--- src/rtl/alu_pkg.sv ---
// Shared ALU arithmetic definitions: default datapath width and the
// shift-add multiplier state encoding.
package alu_pkg;

  localparam int unsigned ALU_WIDTH = 32;

  typedef enum logic [1:0] {
    IDLE = 2'd0,
    RUN  = 2'd1,
    DONE = 2'd2
  } mul_state_e;

endpackage : alu_pkg

--- src/rtl/parallel_adder.sv ---
// Combinational WIDTH-bit ripple-free adder: {Cout, G} = A + Y + Cin.
module parallel_adder #(
  parameter int unsigned WIDTH = 32
) (
  input  logic [WIDTH-1:0] A,
  input  logic [WIDTH-1:0] Y,
  input  logic             Cin,
  output logic [WIDTH-1:0] G,
  output logic             Cout
);

  logic [WIDTH:0] sum;

  always_comb begin
    sum = {1'b0, A} + {1'b0, Y} + {{WIDTH{1'b0}}, Cin};
  end

  assign G    = sum[WIDTH-1:0];
  assign Cout = sum[WIDTH];

endmodule : parallel_adder

--- src/rtl/shift_add_mul_ctrl.sv ---
// Multi-cycle unsigned WIDTHxWIDTH shift-add multiplier with valid/ready
// operand and result handshakes; one adder step per clock.
module shift_add_mul_ctrl
  import alu_pkg::*;
#(
  parameter int unsigned WIDTH = ALU_WIDTH,
  parameter int unsigned CNT_W = 5
) (
  input  logic               clk,
  input  logic               rst_n,
  input  logic               start_valid,
  output logic               start_ready,
  input  logic [WIDTH-1:0]   a_in,
  input  logic [WIDTH-1:0]   b_in,
  output logic               res_valid,
  input  logic               res_ready,
  output logic [2*WIDTH-1:0] product,
  output logic               hi_nonzero,
  output logic               busy
);

  mul_state_e state_q, state_d;

  logic [WIDTH-1:0] m_q,    m_d;
  logic [WIDTH-1:0] p_hi_q, p_hi_d;
  logic [WIDTH-1:0] p_lo_q, p_lo_d;
  logic [CNT_W-1:0] cnt_q,  cnt_d;

  logic [WIDTH-1:0] add_y;
  logic [WIDTH-1:0] add_g;
  logic             add_cout;
  logic             last_step;

  assign add_y     = p_lo_q[0] ? m_q : '0;
  assign last_step = (cnt_q == CNT_W'(WIDTH - 1));

  parallel_adder #(
    .WIDTH (WIDTH)
  ) u_adder (
    .A    (p_hi_q),
    .Y    (add_y),
    .Cin  (1'b0),
    .G    (add_g),
    .Cout (add_cout)
  );

  always_ff @(posedge clk) begin
    if (!rst_n) begin
      state_q <= IDLE;
    end else begin
      state_q <= state_d;
    end
  end

  always_comb begin
    state_d = state_q;
    unique case (state_q)
      IDLE:    if (start_valid) state_d = RUN;
      RUN:     if (last_step)   state_d = DONE;
      DONE:    if (res_ready)   state_d = IDLE;
      default: state_d = IDLE;
    endcase
  end

  always_comb begin
    start_ready = 1'b0;
    res_valid   = 1'b0;
    busy        = 1'b0;
    unique case (state_q)
      IDLE: start_ready = 1'b1;
      RUN:  busy        = 1'b1;
      DONE: begin
        res_valid = 1'b1;
        busy      = 1'b1;
      end
      default: ;
    endcase
  end

  // Adder carry-out becomes the top bit shifted into P_hi, keeping the
  // full 2W-bit product exact.
  always_comb begin
    m_d    = m_q;
    p_hi_d = p_hi_q;
    p_lo_d = p_lo_q;
    cnt_d  = cnt_q;
    unique case (state_q)
      IDLE: begin
        if (start_valid) begin
          m_d    = a_in;
          p_hi_d = '0;
          p_lo_d = b_in;
          cnt_d  = '0;
        end
      end
      RUN: begin
        {p_hi_d, p_lo_d} = {add_cout, add_g, p_lo_q[WIDTH-1:1]};
        cnt_d            = cnt_q + CNT_W'(1);
      end
      default: ;
    endcase
  end

  always_ff @(posedge clk) begin
    if (!rst_n) begin
      m_q    <= '0;
      p_hi_q <= '0;
      p_lo_q <= '0;
      cnt_q  <= '0;
    end else begin
      m_q    <= m_d;
      p_hi_q <= p_hi_d;
      p_lo_q <= p_lo_d;
      cnt_q  <= cnt_d;
    end
  end

  assign product    = {p_hi_q, p_lo_q};
  assign hi_nonzero = |p_hi_q;

endmodule : shift_add_mul_ctrl

--- config.mk ---
export PLATFORM = sky130hd
export DESIGN_NAME = shift_add_mul_ctrl
export DESIGN_NICKNAME = d
export VERILOG_FILES = /design/src/rtl/alu_pkg.sv /design/src/rtl/parallel_adder.sv /design/src/rtl/shift_add_mul_ctrl.sv
export SDC_FILE = /design/constraint.sdc
export NUM_CORES = 1
export LEC_CHECK = 0
export CAP_MARGIN = 10
export CORE_MARGIN = 5
export CORE_UTILIZATION = 45
export DETAILED_ROUTE_END_ITERATION = 8
export GPL_TIMING_DRIVEN = 0
export PLACE_DENSITY = 0.72
export REMOVE_ABC_BUFFERS = 1
export SYNTH_ARGS = -nofsm -noshare
export SYNTH_HDL_FRONTEND = slang
export SYNTH_HIERARCHICAL = 1
export SYNTH_SLANG_ARGS = --single-unit
export TNS_END_PERCENT = 10
--- constraint.sdc ---
create_clock -name clk -period 10.1 [get_ports clk]
set_input_delay 2.02 -clock clk [delete_from_list [all_inputs] [get_ports clk]]
set_output_delay 2.02 -clock clk [all_outputs]
set_load 0.02 [all_outputs]
After elaboration in Yosys (flattened, before gate mapping) --
Index checks and enable logic that the tools add are counted.
Operators by class: $add $sub $neg 2, eq/ne operators 6, multiplexer cells 14, reductions and logical operators 7
Operators by type and width (number):
- $pmux 32 s2 | 2
- $mux 32 | 3
- $add 32x32->33 | 1
- $reduce_or 32->1 | 1
- $pmux 5 s2 | 1
- $mux 2 | 3
- $ne 2x2->1 const B | 3
- $pmux 2 s3 | 1
- $add 5x1->5 const B | 1
- $eq 5x5->1 const B | 1
- $mux 5 | 1
- $reduce_and 2->1 | 2
- $mux 1 | 3
- $reduce_and 3->1 | 1
- $eq 2x1->1 const B | 1
- $eq 2x2->1 const B | 1
- $logic_not 2->1 | 1
- $reduce_bool 2->1 | 1
- $reduce_or 2->1 | 1
Word-level totals: register bits after elaboration 103, input port bits 68, output and inout port bits 68

Depth between registers and ports, before layout --
Gate-level depths: netlist of run 1.
depth in word-level cells 3, mapped depth 13, depth with buffers taken out 12

Cells and area by module --
Netlist of run 1, hierarchy kept.
By module, submodules not included:
- shift_add_mul_ctrl | instances 1, cells an instance 487, area each 4520.6 um2, seq. area each 2062.0 um2
- parallel_adder | instances 1, cells an instance 244, area each 1750.4 um2, seq. area each 0.0 um2

Least setup slack after synthesis of run 1 --
No wires, ideal clock.
path kind flip-flop to flip-flop, from reg p_lo_q[0], to reg p_hi_q[29], arrival 3295 ps, data required time 9972 ps, slack 6677 ps, cell stages (with the launch flop) 14, buffers on the path 1, path through dfxtp_1 > clkbuf_1 > and2_1 > fa_1 > fa_1 > a21o_1 > a221oi_1 > o21a_1 > a21oi_1 > a21oi_1 > o221ai_1 > xor2_1 > a32oi_1 > nor2_1
On the way: longest elaborated chain between the ends 3
Ends and longest elaborated chain:
- start: declaration | line shift_add_mul_ctrl.sv:26 | logic [WIDTH-1:0] p_lo_q, p_lo_d;
- start signal: assignment | line shift_add_mul_ctrl.sv:113 | p_lo_q <= p_lo_d;
- $mux 32 | line shift_add_mul_ctrl.sv:34 | assign add_y = p_lo_q[0] ? m_q : '0;
- named net add_y[0] | line shift_add_mul_ctrl.sv:29 | logic [WIDTH-1:0] add_y;
- $add 32x32->33 | line parallel_adder.sv:15 | sum = {1'b0, A} + {1'b0, Y} + {{WIDTH{1'b0}}, Cin};
- named net add_g[30] | line shift_add_mul_ctrl.sv:30 | logic [WIDTH-1:0] add_g;
- $pmux 32 s2 | line shift_add_mul_ctrl.sv:87 | unique case (state_q)
- end signal: assignment | line shift_add_mul_ctrl.sv:112 | p_hi_q <= p_hi_d;
- end: declaration | line shift_add_mul_ctrl.sv:25 | logic [WIDTH-1:0] p_hi_q, p_hi_d;
The timed path passes the listed nets, and every way through them passes these cells. A chain may end at the register's enable or synchronous reset.

Worst setup path after layout of run 1 --
Same ends and word-level chain as after synthesis.

==> flow_summary.toml, run 1 <==
[clocking]
cts_tree = "done"
cts.sinks = 103
post_cts_buffers = 0
clk_path_buf_depth = 2
clk_latency_ns = 0.35
htreeDepth = 3
cts-root-buf = "clkbuf_16"
holdBufCountCts = 0
path_clk_slew_ns = 0.07
ctsResizeCount = 0
cts_buffers = 9

[synth]
avgSynthCellArea_um2 = 8.58
seq_area_frac_synth = 0.329
synth_edf_count = 0
synthCells = 731
netlist_area_mm2 = 0.00627
synthFlopType = "dfxtp_1"
synth.distinct_cells = 62
ys_seq_elements = 103
ys_warn_count = 6
synthArstFlopShare = 0

[worst_setup_path]
r2r-end = "p_hi_q[29]"
cp-start-kind = "register"
setup.worst_path.end = "p_hi_q[29]"
reg2reg_depth = 12
crit_fanout = 34
cp_data_required_time_ns = 10.32
reg2reg_from = "p_lo_q[0]"
critPathArrivalTime_ns = 4.66
setup.worst_path.class = "register to register"
crit_path_start = "p_lo_q[0]"
setup.worst_path.end_class = "register"
r2r_slack_ns = 5.66

[routing]
vias_per_cell = 5.70
top_layer = "met4"
vias = 5767
wl_met3_mm = 1.35
met2WireLength_mm = 8.18
drc = 0
postRouteAntennaNets = 0
firstDrtPassIters = 5
met1Wirelength_mm = 7.94
wl_per_cell_um = 17.7
wl_mm = 17.9
drt_iter0_drc = 414

[cells_and_area]
layout-drive-gt1-share = 0.0782
fin_cells = 1011
antenna_cells = 0
fin_nets = 933
n_fill_cell = 1291
final_common_cell = "clkdlybuf4s50_1"
syn_to_final_growth_pct = 27.2
layout_common_cells = "135 x clkdlybuf4s50_1, 103 x dfxtp_1, 87 x nand2_1, 79 x nor2_1, 70 x a21oi_1"

[sta]
slew_headroom = 0.239
fin_crit_sh = 0.440
fin_skew_ns = 0.00771
finalSetupViolations = 0
timing.final.crit_period_ns = 4.44
rsz0062_at_grt = "no"
fmaxAchievable_mhz = 225
fin_ws_ns = 5.66
worstMarginPinSlew_ns = 1.14
tns_ns = 0
timing_hold_violations_final = 0
final_max_slew_viol_count = 0

[worst_hold_path]
hold_class = "register to register"
min_path_cells = 2

[grt]
grt_pass1_vias = 5710
antenna_found_initial = 0
gr-total-overflow = 0
grt_first_pass_wirelength_mm = 28.6
grt_max_degree = 65
grt_usage = 0.213

[placed_design]
gp_congestion = 0.893
dp_cells = 994
hpwlAfterDp_mm = 12.6
portBuffers = 135
place_ws_ns = 5.67

[floorplan]
die-area_mm2 = 0.0164
core_area_mm2 = 0.0138
ioPinCount = 136
die-height_um = 128
start_util = 0.455
die_w_um = 128
num_rows = 43

[pwr]
ir_worst_vdd_v = 0.000139
p_leak_nw = 3.20
total_power_mw = 1.60
p_per_area_mw_per_mm2 = 200

[run]
cap_violations = 0

[run_status]
status = "finished, final reports clean"
cell usage after synthesis (all sizes together), types with 2 or more instances:
master / count / share of area
a211oi: 35 / 0.067
a21o: 18 / 0.022
a21oi: 70 / 0.056
a221oi: 2 / 0.0028
a311oi: 3 / 0.0042
a31oi: 5 / 0.0050
a32oi: 34 / 0.047
and2: 33 / 0.033
and3: 4 / 0.0040
buf: 29 / 0.032
clkbuf: 25 / 0.015
dfxtp: 103 / 0.33
fa: 2 / 0.0064
ha: 36 / 0.072
inv: 13 / 0.0078
mux2i: 36 / 0.059
nand2: 88 / 0.053
nand2b: 3 / 0.0030
nand3: 10 / 0.0088
nand4: 7 / 0.0070
nor2: 79 / 0.047
nor2b: 5 / 0.0062
nor3: 3 / 0.0024
nor4: 9 / 0.0090
o211ai: 6 / 0.0072
o21a: 3 / 0.0036
o21ai: 12 / 0.0096
o21bai: 5 / 0.0060
o31a: 2 / 0.0028
o31ai: 3 / 0.0036
xnor2: 15 / 0.021
xor2: 15 / 0.021
worst min-delay path by stage:
stage / end / start / slack, ns
after detailed placement: m_q[7] / m_q[7] / 0.44
final: m_q[11] / m_q[11] / 0.45
after floorplan: m_q[0] / m_q[0] / 0.43
after CTS: m_q[7] / m_q[7] / 0.45
after global routing: m_q[15] / m_q[15] / 0.47
after global placement: m_q[0] / m_q[0] / 0.44
final cells by class:
class                      count  area (um^2)  area share
inverter                      13         51.3     0.00643
tap                          180          225      0.0282
clock inverter                 5         57.6     0.00721
multi-input combinational    561         3880       0.487
timing repair buffer         139         1460       0.183
sequential                   103         2060       0.258
clock buffer                  10          239      0.0300
cell families (layout without fill, tap and decap cells):
family,count (synthesis),count (layout),synth area share
DFF,103,103,0.329
and+or+nand+nor,250,250,0.187
buffers and inverters,67,167,0.0545
adders and majority gates,38,38,0.0782
muxes,37,37,0.0619
other,1,1,0.000598
xor gates and xnor gates,30,30,0.0419
AOI/OAI and AO/OA,205,205,0.247
routing by layer:
layer  track usage  vias to the layer above
met4        0.0780                        0
met2         0.346                      183
li1              -                     2827
met3        0.0617                       26
met5             0                        -
met1         0.270                     2731
critical path, stage by stage, from the launching register on:
cell      delay, ns
dfxtp_1        0.69
and2_1         0.34
fa_1           0.46
fa_1           0.43
a21o_1         0.22
a221oi_1       0.61
o21a_1         0.26
a21oi_1        0.15
a21oi_1        0.44
o221ai_1       0.22
xor2_1         0.18
a32oi_1        0.23
nor2_1         0.07
registers in the layout, summed over array words and instances, names as in the netlist:
| signal | flops |
|---|---|
| cnt_q | 5 |
| m_q | 32 |
| p_hi_q | 32 |
| p_lo_q | 32 |
| state_q | 2 |
through the flow:
step | hold WS [ns] | instance area, um^2 | utilization
after floorplan | 0.432 | 5980 | -
after global placement | 0.440 | 7550 | 0.549
after detailed placement | 0.442 | 7630 | 0.554
after CTS | 0.451 | 7920 | 0.575
after global routing | 0.465 | 7980 | 0.579
final | 0.451 | 7980 | 0.579
report_power, final:
group / total, mW / switching (mW) / internal (mW)
clock: 0.358 / 0.159 / 0.198
combinational: 0.690 / 0.395 / 0.295
sequential: 0.551 / 0.0682 / 0.483
total: 1.60 / 0.622 / 0.976
Power figures use the tool's default switching activity.
==> run 2: changes to the inputs <==
- PLACE_DENSITY: 0.72 -> 0.75
- clock period: 10.1 -> 4 ns (I/O delays scaled with it)
==> flow_summary.toml, run 2 (synthesis gave the netlist of run 1 again) <==
[run_status]
status = "finished, final reports clean"

[worst_setup_path]
slowest_stage = "dfxtp_2"
crit_path_start = "p_lo_q[0]"
setup.worst_path.class = "register to register"
cp_data_required_time_ns = 4.22
setup.worst_path.end = "p_hi_q[29]"
r2r-end = "p_hi_q[29]"
cp-start-kind = "register"
setup.worst_path.end_class = "register"
max_stage_delay_ns = 0.51
reg2reg_depth = 12
critPathArrivalTime_ns = 3.92
r2r_slack_ns = 0.30
worstPathCellList = "and2_1 -> fa_1 -> fa_1 -> a21o_1 -> a221oi_4 -> o21a_1 -> a21oi_1 -> a21oi_2 -> o221ai_1 -> xor2_1 -> a32oi_1 -> nor2_1"
critical-path-top-cell-by-count = "fa_1"
reg2reg_from = "p_lo_q[0]"
crit_fanout = 34

[grt]
grt_max_degree = 65
grt_usage = 0.204
gr-total-overflow = 0
grt_first_pass_wirelength_mm = 27.3
antenna_found_initial = 0
grt_pass1_vias = 5546

[routing]
wl_per_cell_um = 16.4
drc = 0
postRouteAntennaNets = 0
firstDrtPassIters = 5
vias = 5596
drt_iter0_drc = 305
wl_mm = 16.6
vias_per_cell = 5.53

[cells_and_area]
antenna_cells = 0
layout-drive-gt1-share = 0.0829
syn_to_final_growth_pct = 27.2
final_common_cell = "clkdlybuf4s50_1"
fin_nets = 933
multiInputGateArea_mm2 = 0.00391
fin_cells = 1012
layout_common_cells = "135 x clkdlybuf4s50_1, 102 x dfxtp_1, 87 x nand2_1, 79 x nor2_1, 68 x a21oi_1"
seqCellArea_mm2 = 0.00206
reg.largest.list = "m_q x32, p_hi_q x32, p_lo_q x32"
n_fill_cell = 1315
fin_util = 0.579

[clocking]
clk_latency_ns = 0.35
cts-root-buf = "clkbuf_16"
cts_tree = "done"
post_cts_buffers = 0
cts.sinks = 103
cts_buffers = 9
path_clk_slew_ns = 0.07
clk_path_buf_depth = 2
htreeDepth = 3

[sta]
final_max_slew_viol_count = 0
worstMarginPinSlew_ns = 0.850
finalSetupViolations = 0
slew_headroom = 0.433
fmaxAchievable_mhz = 270
fin_crit_sh = 0.925
rsz0062_at_grt = "no"
timing_hold_violations_final = 0
timing.final.crit_period_ns = 3.70
fin_skew_ns = 0.00734

[pwr]
p_leak_nw = 3.18
combPwrFrac = 0.439
ir_worst_vdd_v = 0.000368
p_per_area_mw_per_mm2 = 493
p_switching_mw = 1.54
power.internal_mw = 2.38
p_clk_frac = 0.208
power.share.switching = 0.393
p_seq_frac = 0.352

[floorplan]
ioPinCount = 136
die-height_um = 128
start_util = 0.455
die-area_mm2 = 0.0164
die_w_um = 128
num_rows = 43
core_area_mm2 = 0.0138

[placed_design]
gp_congestion = 0.935
hpwlAfterDp_mm = 11.5
dp_cells = 995
portBuffers = 135

[worst_hold_path]
hold_class = "register to register"

[run]
cap_violations = 0
[run 2: worst max-delay path, delay by kind of cell, from the launching register on]
| kind | cells | cell delay [ns] |
|---|---|---|
| AOI/OAI and AO/OA | 7 | 1.66 |
| adders and majority gates | 2 | 0.88 |
| DFF | 1 | 0.51 |
| and+or+nand+nor | 2 | 0.32 |
| xor gates and xnor gates | 1 | 0.18 |
[run 2: power by group through the flow]
stage	clock network [mW]	logic, mW	registers, mW
floorplan	0	0.929	1.52
detailed placement	0	1.70	1.41
finish	0.818	1.73	1.38
CTS	0.841	1.71	1.39
global placement	0	1.66	1.40
global route	0.886	1.87	1.42
[run 2: metal layers]
| metal | track usage | wire [um] | vias up |
|---|---|---|---|
| li1 | - | - | 2825 |
| met1 | 0.253 | 7380 | 2584 |
| met2 | 0.335 | 7520 | 163 |
| met3 | 0.0613 | 1310 | 24 |
| met4 | 0.0749 | 352 | 0 |
| met5 | 0 | 0 | - |
[run 2: final cells by class]
type | count | share of cell area
inverter | 13 | 0.00643
clock buffer | 10 | 0.0287
timing repair buffer | 139 | 0.183
tap | 180 | 0.0282
clock inverter | 6 | 0.00471
multi-input combinational | 561 | 0.490
sequential | 103 | 0.259
[run 2: what timing repair did]
item	CTS	global route
endpoints found under the hold margin	0	0
gates resized for setup	2	3
cloned	0	0
hold buffers	0	0
setup endpoints to repair	7	3
[run 2: how the worst min path moves through the flow]
stage / startpoint / end / depth (start not counted)
2_1_floorplan: m_q[0] / m_q[0] / 2
3_3_place_gp: m_q[18] / m_q[18] / 2
3_5_place_dp: m_q[6] / m_q[6] / 2
4_1_cts: m_q[6] / m_q[6] / 2
5_1_grt: m_q[6] / m_q[6] / 2
6_report: m_q[11] / m_q[11] / 2
[run 2: stage by stage]
stage	setup WS (ns)	hold WS [ns]	power, mW	TNS (ns)	cell area, um^2
finish	0.299	0.451	3.93	0	7980
global route	0.0962	0.468	4.18	0	7980
CTS	0.149	0.452	3.94	0	7930
detailed placement	-0.305	0.443	3.11	-1.12	7650
global placement	-0.916	0.438	3.06	-62.25	7550
floorplan	0.445	0.432	2.45	0	5980
==> run 3: changes to the inputs <==
- CORE_MARGIN: 5 -> 10
==> flow_summary.toml, run 3 (synthesis gave the netlist of run 1 again) <==
[grt]
busiest_layer = "met2"
grt_pass1_vias = 5500
grt_max_degree = 65
grt.met3_usage = 0.0719
antenna_found_initial = 0
grtUsageMet2 = 0.284
grt_first_pass_wirelength_mm = 28.4
gr-total-overflow = 0
globalRouteMet1Util = 0.209
grt_usage = 0.174

[routing]
vias_per_cell = 5.52
firstDrtPassIters = 5
drc = 0
wl_mm = 17.1
vias = 5589
wl_per_cell_um = 16.9
postRouteAntennaNets = 0
drt_iter0_drc = 308

[sta]
rsz0062_at_grt = "no"
fin_crit_sh = 0.948
finalSetupViolations = 0
worstMarginPinSlew_ns = 1.15
tns_ns = 0
timing.final.crit_period_ns = 3.79
fin_skew_ns = 0.00727
slew_headroom = 0.218
final_max_slew_viol_count = 0
fin_ws_ns = 0.207
fmaxAchievable_mhz = 264
timing_hold_violations_final = 0

[cells_and_area]
layout-drive-gt1-share = 0.0817
syn_to_final_growth_pct = 26.8
n_fill_cell = 1304
fin_nets = 933
antenna_cells = 0
fin_cells = 1012
finalInstanceArea_mm2 = 0.00795
layout_common_cells = "135 x clkdlybuf4s50_1, 102 x dfxtp_1, 87 x nand2_1, 79 x nor2_1, 68 x a21oi_1"
reg.largest.list = "m_q x32, p_hi_q x32, p_lo_q x32"
final_common_cell = "clkdlybuf4s50_1"

[placed_design]
hpwlAfterDp_mm = 12.3
portBuffers = 135
dp_cells = 996
gp_congestion = 0.888
place_ws_ns = -0.263
placed_cell_area_mm2 = 0.00765

[worst_hold_path]
min_path_cells = 2
hold_path_end = "m_q[16]"
hold_path_startpoint = "m_q[16]"
hold_class = "register to register"

[floorplan]
core_area_mm2 = 0.0138
num_rows = 43
die-area_mm2 = 0.0191
die_w_um = 138
die-height_um = 138
start_util = 0.455
ioPinCount = 136

[pwr]
p_switching_mw = 1.54
ir_worst_vdd_v = 0.000416
p_per_area_mw_per_mm2 = 494
p_clk_frac = 0.217
power.internal_mw = 2.39
p_leak_nw = 3.19
p_seq_frac = 0.351
combPwrFrac = 0.432
total_power_mw = 3.93
power.share.switching = 0.393

[clocking]
clk_latency_ns = 0.36
cts_buffers = 9
clk_path_buf_depth = 2
htreeDepth = 3
path_clk_slew_ns = 0.07
cts.sinks = 103
cts_tree = "done"
post_cts_buffers = 0
cts-root-buf = "clkbuf_16"

[worst_setup_path]
reg2reg_depth = 12
r2r-end = "p_hi_q[29]"
cp-start-kind = "register"
cp_data_required_time_ns = 4.23
reg2reg_from = "p_lo_q[0]"
r2r_slack_ns = 0.21
crit_fanout = 34
setup.worst_path.class = "register to register"
setup.worst_path.end_class = "register"
critPathArrivalTime_ns = 4.02

[run_status]
status = "finished, final reports clean"

[run]
cap_violations = 0
-- run 3: changes by cell type in the layout (fill, tap and decap cells not counted), moves of 2 or more --
cell	previous run	this run
buf_8	0	2
clkinv_2	3	1
clkinvlp_4	3	1
buf_16	4	2
-- run 3: how the worst max path moves through the flow --
stage          startpoint         end  slack (ns)  cells after the start
4_1_cts         p_lo_q[0]  p_hi_q[29]        0.16                     12
3_5_place_dp    p_lo_q[0]  p_hi_q[29]       -0.26                     12
5_1_grt         p_lo_q[0]  p_hi_q[29]       0.007                     12
6_report        p_lo_q[0]  p_hi_q[29]        0.21                     12
2_1_floorplan   p_lo_q[0]  p_hi_q[29]        0.45                     12
3_3_place_gp   state_q[1]   p_hi_q[0]       -0.91                      5
-- run 3: layout make-up --
class	count	area, um^2	share of cell area
Clock buffer	11	243	0.0305
Clock inverter	5	41.3	0.00519
Inverter	13	51.3	0.00645
Multi-Input combinational cell	561	3890	0.490
Sequential cell	103	2060	0.259
Tap cell	180	225	0.0283
Timing Repair Buffer	139	1440	0.181
-- run 3: critical path, cell delays in order, from the launching register on --
cell      delay [ns]
dfxtp_2         0.50
and2_1          0.24
fa_1            0.45
fa_1            0.43
a21o_1          0.24
a221oi_2        0.47
o21a_1          0.23
a21oi_1         0.17
a21oi_2         0.31
o221ai_1        0.19
xor2_1          0.18
a32oi_1         0.20
nor2_1          0.05
-- run 3: power groups by stage --
stage                     clock [mW]  combinational (mW)  sequential, mW
final                          0.853                1.70            1.38
after detailed placement           0                1.71            1.41
after global routing           0.924                1.85            1.42
after CTS                      0.885                1.72            1.39
after global placement             0                1.68            1.40
after floorplan                    0               0.929            1.52
-- run 3: layer usage --
layer	vias to the layer above	wire length [um]
li1	2825	-
met1	2617	7480
met2	136	8040
met3	11	1370
met4	0	183
met5	-	0
-- run 3: timing repair --
action	4_1_cts	5_1_grt
setup endpoints to repair	7	3
hold buffers	0	0
pin swaps	0	0
resized for setup	2	2
endpoints found under the hold margin	0	0
gates cloned	0	0
-- run 3: per-stage QoR --
step / hold slack [ns] / utilization
CTS: 0.454 / 0.577
finish: 0.450 / 0.577
detailed placement: 0.443 / 0.556
global placement: 0.438 / 0.549
global route: 0.472 / 0.577
floorplan: 0.432 / -
